### src/rtl/exc_ctrl_if.sv
// Bundle of MEM-stage, CP0 and PC-control signals between the core and the
// exception sequencer.
interface exc_ctrl_if;
  logic        mem_valid_i;
  logic [31:0] mem_pc_i;
  logic [3:0]  mem_exc_i;
  logic [5:0]  int_i;
  logic [31:0] cp0_count_i;
  logic [31:0] cp0_compare_i;
  logic        cp0_compare_we_i;
  logic [31:0] cp0_epc_i;
  logic [31:0] excepttype_o;
  logic [31:0] current_pc_o;
  logic        flush_o;
  logic        stall_o;
  logic        pc_we_o;
  logic [31:0] new_pc_o;
  logic        exl_o;
  logic        timer_int_o;

  // Core/pipeline side: supplies MEM and CP0 state, consumes control.
  modport master (
    output mem_valid_i, mem_pc_i, mem_exc_i, int_i,
           cp0_count_i, cp0_compare_i, cp0_compare_we_i, cp0_epc_i,
    input  excepttype_o, current_pc_o, flush_o, stall_o,
           pc_we_o, new_pc_o, exl_o, timer_int_o
  );

  // Sequencer side.
  modport slave (
    input  mem_valid_i, mem_pc_i, mem_exc_i, int_i,
           cp0_count_i, cp0_compare_i, cp0_compare_we_i, cp0_epc_i,
    output excepttype_o, current_pc_o, flush_o, stall_o,
           pc_we_o, new_pc_o, exl_o, timer_int_o
  );
endinterface

### src/rtl/exc_ctrl.sv
// Exception/interrupt sequencer: prioritises MEM-stage exceptions against
// interrupts, notifies CP0, flushes the pipeline and redirects fetch.
module exc_ctrl #(
  parameter logic [31:0] EXC_VECTOR   = 32'h0000_0040,
  parameter int unsigned FLUSH_CYCLES = 2,
  parameter logic [5:0]  INT_MASK     = 6'b111111
) (
  input logic       clk,
  input logic       rst,
  exc_ctrl_if.slave bus
);

  localparam int unsigned CNT_W  = 4;
  localparam int unsigned CODE_W = 32;
  localparam bit          DIRECT_REDIRECT = (FLUSH_CYCLES <= 1);

  localparam logic [CODE_W-1:0] CODE_INT  = CODE_W'(32'h1);
  localparam logic [CODE_W-1:0] CODE_RI   = CODE_W'(32'ha);
  localparam logic [CODE_W-1:0] CODE_OV   = CODE_W'(32'hc);
  localparam logic [CODE_W-1:0] CODE_SYS  = CODE_W'(32'h8);
  localparam logic [CODE_W-1:0] CODE_ERET = CODE_W'(32'he);

  typedef enum logic [1:0] {
    IDLE     = 2'd0,
    NOTIFY   = 2'd1,
    FLUSH    = 2'd2,
    REDIRECT = 2'd3
  } state_e;

  state_e             state_q, state_d;
  logic [CNT_W-1:0]   cnt_q, cnt_d;
  logic               is_eret_q, is_eret_d;
  logic [CODE_W-1:0]  excepttype_q, excepttype_d;
  logic [31:0]        current_pc_q, current_pc_d;
  logic               flush_q, flush_d;
  logic               stall_q, stall_d;
  logic               pc_we_q, pc_we_d;
  logic [31:0]        new_pc_q, new_pc_d;
  logic               exl_q, exl_d;
  logic               timer_q, timer_d;

  logic               timer_match;
  logic [5:0]         int_vec;
  logic               int_pend;
  logic               trigger;
  logic [CODE_W-1:0]  sel_code;
  logic               sel_eret;
  logic [31:0]        redirect_pc;

  // Timer latch: a Compare write clears it and beats a same-cycle match.
  always_comb begin
    timer_match = (bus.cp0_compare_i != 32'd0) &&
                  (bus.cp0_count_i == bus.cp0_compare_i);
    timer_d = timer_q;
    if (bus.cp0_compare_we_i) begin
      timer_d = 1'b0;
    end else if (timer_match) begin
      timer_d = 1'b1;
    end
  end

  // Timer shares hardware line 5; all interrupts are masked at exception level.
  always_comb begin
    int_vec  = {bus.int_i[5] | timer_q, bus.int_i[4:0]} & INT_MASK;
    int_pend = (|int_vec) && !exl_q;
    trigger  = bus.mem_valid_i && (int_pend || (|bus.mem_exc_i));
  end

  // Priority: interrupt > reserved-instr > overflow > syscall > eret.
  always_comb begin
    sel_code = CODE_ERET;
    sel_eret = 1'b0;
    if (int_pend) begin
      sel_code = CODE_INT;
    end else if (bus.mem_exc_i[1]) begin
      sel_code = CODE_RI;
    end else if (bus.mem_exc_i[2]) begin
      sel_code = CODE_OV;
    end else if (bus.mem_exc_i[0]) begin
      sel_code = CODE_SYS;
    end else begin
      sel_code = CODE_ERET;
      sel_eret = 1'b1;
    end
  end

  assign redirect_pc = is_eret_q ? bus.cp0_epc_i : EXC_VECTOR;

  // Next-state and registered-output decode; outputs reflect the state entered.
  always_comb begin
    state_d      = state_q;
    cnt_d        = cnt_q;
    is_eret_d    = is_eret_q;
    excepttype_d = '0;
    current_pc_d = '0;
    flush_d      = 1'b0;
    stall_d      = 1'b0;
    pc_we_d      = 1'b0;
    new_pc_d     = new_pc_q;
    exl_d        = exl_q;

    unique case (state_q)
      IDLE: begin
        if (trigger) begin
          state_d      = NOTIFY;
          is_eret_d    = sel_eret;
          excepttype_d = sel_code;
          current_pc_d = bus.mem_pc_i;
          flush_d      = 1'b1;
          stall_d      = 1'b1;
        end
      end

      NOTIFY: begin
        exl_d = !is_eret_q;
        if (DIRECT_REDIRECT) begin
          state_d  = REDIRECT;
          pc_we_d  = 1'b1;
          stall_d  = 1'b1;
          new_pc_d = redirect_pc;
        end else begin
          state_d = FLUSH;
          cnt_d   = CNT_W'(FLUSH_CYCLES - 1);
          flush_d = 1'b1;
          stall_d = 1'b1;
        end
      end

      FLUSH: begin
        cnt_d = cnt_q - CNT_W'(1);
        if (cnt_q <= CNT_W'(1)) begin
          state_d  = REDIRECT;
          pc_we_d  = 1'b1;
          stall_d  = 1'b1;
          new_pc_d = redirect_pc;
        end else begin
          flush_d = 1'b1;
          stall_d = 1'b1;
        end
      end

      REDIRECT: begin
        state_d = IDLE;
      end

      default: begin
        state_d = IDLE;
      end
    endcase
  end

  // State and output registers; reset aborts any sequence in flight.
  always_ff @(posedge clk or negedge rst) begin
    if (!rst) begin
      state_q      <= IDLE;
      cnt_q        <= '0;
      is_eret_q    <= 1'b0;
      excepttype_q <= '0;
      current_pc_q <= '0;
      flush_q      <= 1'b0;
      stall_q      <= 1'b0;
      pc_we_q      <= 1'b0;
      new_pc_q     <= '0;
      exl_q        <= 1'b0;
      timer_q      <= 1'b0;
    end else begin
      state_q      <= state_d;
      cnt_q        <= cnt_d;
      is_eret_q    <= is_eret_d;
      excepttype_q <= excepttype_d;
      current_pc_q <= current_pc_d;
      flush_q      <= flush_d;
      stall_q      <= stall_d;
      pc_we_q      <= pc_we_d;
      new_pc_q     <= new_pc_d;
      exl_q        <= exl_d;
      timer_q      <= timer_d;
    end
  end

  assign bus.excepttype_o = excepttype_q;
  assign bus.current_pc_o = current_pc_q;
  assign bus.flush_o      = flush_q;
  assign bus.stall_o      = stall_q;
  assign bus.pc_we_o      = pc_we_q;
  assign bus.new_pc_o     = new_pc_q;
  assign bus.exl_o        = exl_q;
  assign bus.timer_int_o  = timer_q;

endmodule

### src/flat_wrapper.sv
// flat-port wrapper written by rule: the top's interface ports become plain ports
module exc_ctrl_flat 
#(
  parameter logic [31:0] EXC_VECTOR   = 32'h0000_0040,
  parameter int unsigned FLUSH_CYCLES = 2,
  parameter logic [5:0]  INT_MASK     = 6'b111111
)
  (clk, rst, bus_mem_valid_i, bus_mem_pc_i, bus_mem_exc_i, bus_int_i, bus_cp0_count_i, bus_cp0_compare_i, bus_cp0_compare_we_i, bus_cp0_epc_i, bus_excepttype_o, bus_current_pc_o, bus_flush_o, bus_stall_o, bus_pc_we_o, bus_new_pc_o, bus_exl_o, bus_timer_int_o);
  exc_ctrl_if bus_i ();
  input logic clk;
  input logic rst;
  input wire logic [$bits(bus_i.mem_valid_i)-1:0] bus_mem_valid_i;
  input wire logic [$bits(bus_i.mem_pc_i)-1:0] bus_mem_pc_i;
  input wire logic [$bits(bus_i.mem_exc_i)-1:0] bus_mem_exc_i;
  input wire logic [$bits(bus_i.int_i)-1:0] bus_int_i;
  input wire logic [$bits(bus_i.cp0_count_i)-1:0] bus_cp0_count_i;
  input wire logic [$bits(bus_i.cp0_compare_i)-1:0] bus_cp0_compare_i;
  input wire logic [$bits(bus_i.cp0_compare_we_i)-1:0] bus_cp0_compare_we_i;
  input wire logic [$bits(bus_i.cp0_epc_i)-1:0] bus_cp0_epc_i;
  output wire logic [$bits(bus_i.excepttype_o)-1:0] bus_excepttype_o;
  output wire logic [$bits(bus_i.current_pc_o)-1:0] bus_current_pc_o;
  output wire logic [$bits(bus_i.flush_o)-1:0] bus_flush_o;
  output wire logic [$bits(bus_i.stall_o)-1:0] bus_stall_o;
  output wire logic [$bits(bus_i.pc_we_o)-1:0] bus_pc_we_o;
  output wire logic [$bits(bus_i.new_pc_o)-1:0] bus_new_pc_o;
  output wire logic [$bits(bus_i.exl_o)-1:0] bus_exl_o;
  output wire logic [$bits(bus_i.timer_int_o)-1:0] bus_timer_int_o;
  assign bus_i.mem_valid_i = bus_mem_valid_i;
  assign bus_i.mem_pc_i = bus_mem_pc_i;
  assign bus_i.mem_exc_i = bus_mem_exc_i;
  assign bus_i.int_i = bus_int_i;
  assign bus_i.cp0_count_i = bus_cp0_count_i;
  assign bus_i.cp0_compare_i = bus_cp0_compare_i;
  assign bus_i.cp0_compare_we_i = bus_cp0_compare_we_i;
  assign bus_i.cp0_epc_i = bus_cp0_epc_i;
  assign bus_excepttype_o = bus_i.excepttype_o;
  assign bus_current_pc_o = bus_i.current_pc_o;
  assign bus_flush_o = bus_i.flush_o;
  assign bus_stall_o = bus_i.stall_o;
  assign bus_pc_we_o = bus_i.pc_we_o;
  assign bus_new_pc_o = bus_i.new_pc_o;
  assign bus_exl_o = bus_i.exl_o;
  assign bus_timer_int_o = bus_i.timer_int_o;
  exc_ctrl #(.EXC_VECTOR(EXC_VECTOR), .FLUSH_CYCLES(FLUSH_CYCLES), .INT_MASK(INT_MASK)) u_core (.clk(clk), .rst(rst), .bus(bus_i));
endmodule
### config.mk
export PLATFORM = sky130hd
export DESIGN_NAME = exc_ctrl_flat
export DESIGN_NICKNAME = d
export VERILOG_FILES = /design/src/rtl/exc_ctrl_if.sv /design/src/rtl/exc_ctrl.sv /design/src/flat_wrapper.sv
export SDC_FILE = /design/constraint.sdc
export NUM_CORES = 1
export LEC_CHECK = 0
export ABC_CLOCK_PERIOD_IN_PS = 2250
export CAP_MARGIN = 10
export CORE_UTILIZATION = 36
export DETAILED_ROUTE_END_ITERATION = 16
export GPL_TIMING_DRIVEN = 1
export PLACE_DENSITY = 0.81
export REMOVE_ABC_BUFFERS = 1
export SLEW_MARGIN = 20
export SYNTH_ARGS = -nofsm -noshare
export SYNTH_HDL_FRONTEND = slang
export SYNTH_SLANG_ARGS = --single-unit
export TNS_END_PERCENT = 5
### constraint.sdc
create_clock -name clk -period 2.25 [get_ports clk]
set_clock_uncertainty 0.2 [all_clocks]
set_input_delay 0.3375 -clock clk [delete_from_list [all_inputs] [get_ports clk]]
set_output_delay 0.3375 -clock clk [all_outputs]
set_load 0.03 [all_outputs]
==> metrics <==
Max H-tree Level 3; register bit total from synthesis 80; final hold slack 274 ps; ANT nets after route 0; worst hold path type flop to flop; Core Rows 36; vias per std cell ~4.5; post-layout util 61.8%; DPL Wire Length 8440 um; Worst path slowest cell clkdlybuf4s50_1; GP Congestion 0.930; R2R depth 9; Die W 103 um; Pint ~3.8 mW; GRT overflow 0; 1st-iter DRT viols 64; Synth Area per Inst 10.3 um^2; Filler cells between 700 and 800; area growth from synthesis to layout 65.5%; layout cells sized above 1 between 5 and 6%; Max Freq 0.509 GHz; Synth top area share 54.4%; multi-input logic area 1460 um^2; total CTS buffers 9; crit start category flop; total power 6.49 mW; # DRC 0; vias 3205; DR WL/cell 14.5 um; RSZ-0062 raised after global routing false; Slew Viols, Final 0; pin count of the biggest net entering global routing 43; cell chain of the critical path clkdlybuf4s50_1; Post-Syn Area about 3700 um^2; Placement Cell Area 5890 um^2; Max Cap Violations 0; Design Area, Final 6090 um^2; WP buf/inv 1; chip height 103 um; Arrival @ worst endpoint 1430 ps; port bufs 214; Crit. End Element output port; WHS Path Cells 2; Gate power share 50.5%; Worst VDD drop ~0.52 mV; Reg area 2000 um^2; clock share of power 16.2%; Crit path largest cell delay 690 ps; worst-case clock buffer depth 2; Slew @ Worst Pin 536 ps; Global Route Usage Sum 19.1%; first-pass GRT wire length about 15000 um; P_sw 2.70 mW; full die area ~11000 um^2; post-synth cell types 36; most common cell in the synthesized netlist dfrtp_1; setup tns final 0 ps; sequential power share roughly 33%; fin crit share 87.2%; Post-synth EDFFs 0; cell accounting for the most synthesized area dfrtp_1; initial antenna violation count 1; Critical Path RT 1710 ps; top cells by area, synth dfrtp_1 54%, nand2_1 6.7%, buf_4 5.7%; Worst slew margin 64.3%; Main synth FF type dfrtp_1; status finished, final reports clean; io pins ~240; CTS tree built; Clock transition at path regs 80 ps; Core Region 9860 um^2; clock root buffer clkbuf_8; CP max FO 3; switching share of power 41.6%; Crit Path Class flop to output port; setup violators final 0; leakage power 2.74 nW; Resized cells post-CTS 0; Synth Instances 358; starting density of the core 37.3%; pwr/cell area 1060 nW/um^2; Pre-antenna DRT Iters 4; Seq/Total Area, Yosys 54.4%; Ys Warns 0; crit path time final a little under 2000 ps; Final Hold Viols 0; Total Nets Final 724; share of synthesized registers carrying an async set or reset 100%; WP depth 1; Skew-Pair Late Insertion Delay 330 ps; Sink Count 80; number of global-route vias before repair 3288; CP delay by family, top buffers and inverters; commonest cells in the netlist 80 x dfrtp_1, 66 x nand2_1, 32 x nand3_1, 29 x and2_1, 28 x buf_4; drt total wl 10400 um
-- power by group through the flow --
stage	registers (mW)	logic, mW	clock network [mW]
final	2.16	3.28	1.05
after global routing	2.22	3.53	1.15
after CTS	2.17	3.30	1.08
after detailed placement	2.20	3.29	0
after global placement	2.16	3.22	0
after floorplan	3.05	0.843	0
-- layer usage --
metal,part of all wire (%),GRT usage (%)
met2,57,38.0
met5,0,0
met1,34,18.1
met3,7.1,4.81
met4,2.4,8.99
-- through the flow --
| stage | setup slack, ps | instances |
|---|---|---|
| after global placement | 107 | 697 |
| after floorplan | -396 | 344 |
| after CTS | 229 | 714 |
| after detailed placement | 88.3 | 697 |
| after global routing | 108 | 715 |
| final | 287 | 715 |
-- final cells by class --
| cell class | count | share of cell area (%) |
|---|---|---|
| Timing Repair Buffer | 221 | 36.6 |
| Sequential cell | 80 | 32.9 |
| Multi-Input combinational cell | 254 | 23.9 |
| Tap cell | 133 | 2.73 |
| Clock buffer | 10 | 2.09 |
| Clock inverter | 6 | 1.11 |
| Inverter | 10 | 0.616 |
| Antenna cell | 1 | 0.0411 |
-- cell usage in the layout (no fill, tap or decap), types with 2 or more instances in the layout --
cell / netlist / routed
dfrtp_1: 80 / 80
nor2_1: 9 / 9
and2_1: 29 / 29
clkbuf_8: 0 / 9
nor4_1: 12 / 12
clkdlybuf4s50_1: 0 / 213
buf_4: 28 / 4
xor2_1: 12 / 12
buf_12: 0 / 3
inv_6: 0 / 2
nand2_1: 66 / 66
xnor2_1: 20 / 20
mux2_2: 2 / 2
nand3_1: 32 / 32
ha_1: 6 / 6
nor3_1: 6 / 6
conb_1: 1 / 28
inv_1: 9 / 9
and2_2: 3 / 3
o21ai_0: 5 / 5
o22ai_1: 2 / 2
clkinvlp_4: 0 / 2
nand4_1: 8 / 8
-- cell families after synthesis --
family | after synthesis | synth area share (%)
compound gates | 14 | 2.72
xor+xnor | 32 | 7.61
fa+ha+maj | 6 | 2.04
buf+inv | 51 | 8.77
flops | 80 | 54.4
mux | 4 | 1.29
other cells | 1 | 0.102
simple gates | 170 | 23.1
-- sequential cells by signal, summed over array words and instances, names as in the netlist --
register / cells
u_core.bus.flush_o: 1
u_core.bus.stall_o: 1
u_core.cnt_q: 4
u_core.bus.pc_we_o: 1
u_core.bus.new_pc_o: 32
u_core.state_q: 2
u_core.bus.current_pc_o: 32
u_core.is_eret_q: 1
u_core.bus.excepttype_o: 4
u_core.bus.timer_int_o: 1
u_core.bus.exl_o: 1
-- worst paths after layout --
kind | end | slack (ps) | from
worst max-delay path | bus_timer_int_o | 290 | u_core.bus.timer_int_o$_DFFE_PN0P_
worst min-delay path | u_core.bus.new_pc_o[18]$_DFFE_PN0P_ | 270 | u_core.bus.new_pc_o[18]$_DFFE_PN0P_
worst max register to register | u_core.bus.new_pc_o[6]$_DFFE_PN0P_ | 310 | u_core.cnt_q[1]$_DFFE_PN0P_
worst min register to register | u_core.bus.new_pc_o[18]$_DFFE_PN0P_ | 270 | u_core.bus.new_pc_o[18]$_DFFE_PN0P_
max in group asynchronous | u_core.bus.current_pc_o[30]$_DFF_PN0_ | 940 | rst
min in group asynchronous | u_core.bus.current_pc_o[25]$_DFF_PN0_ | 310 | rst
-- what timing repair did --
action | 4_1_cts | 5_1_grt
setup buffers | 0 | 0
hold endpoints to repair | 41 | 0
hold buffers | 1 | 0
Note: power is estimated with default switching activity, not from simulation.
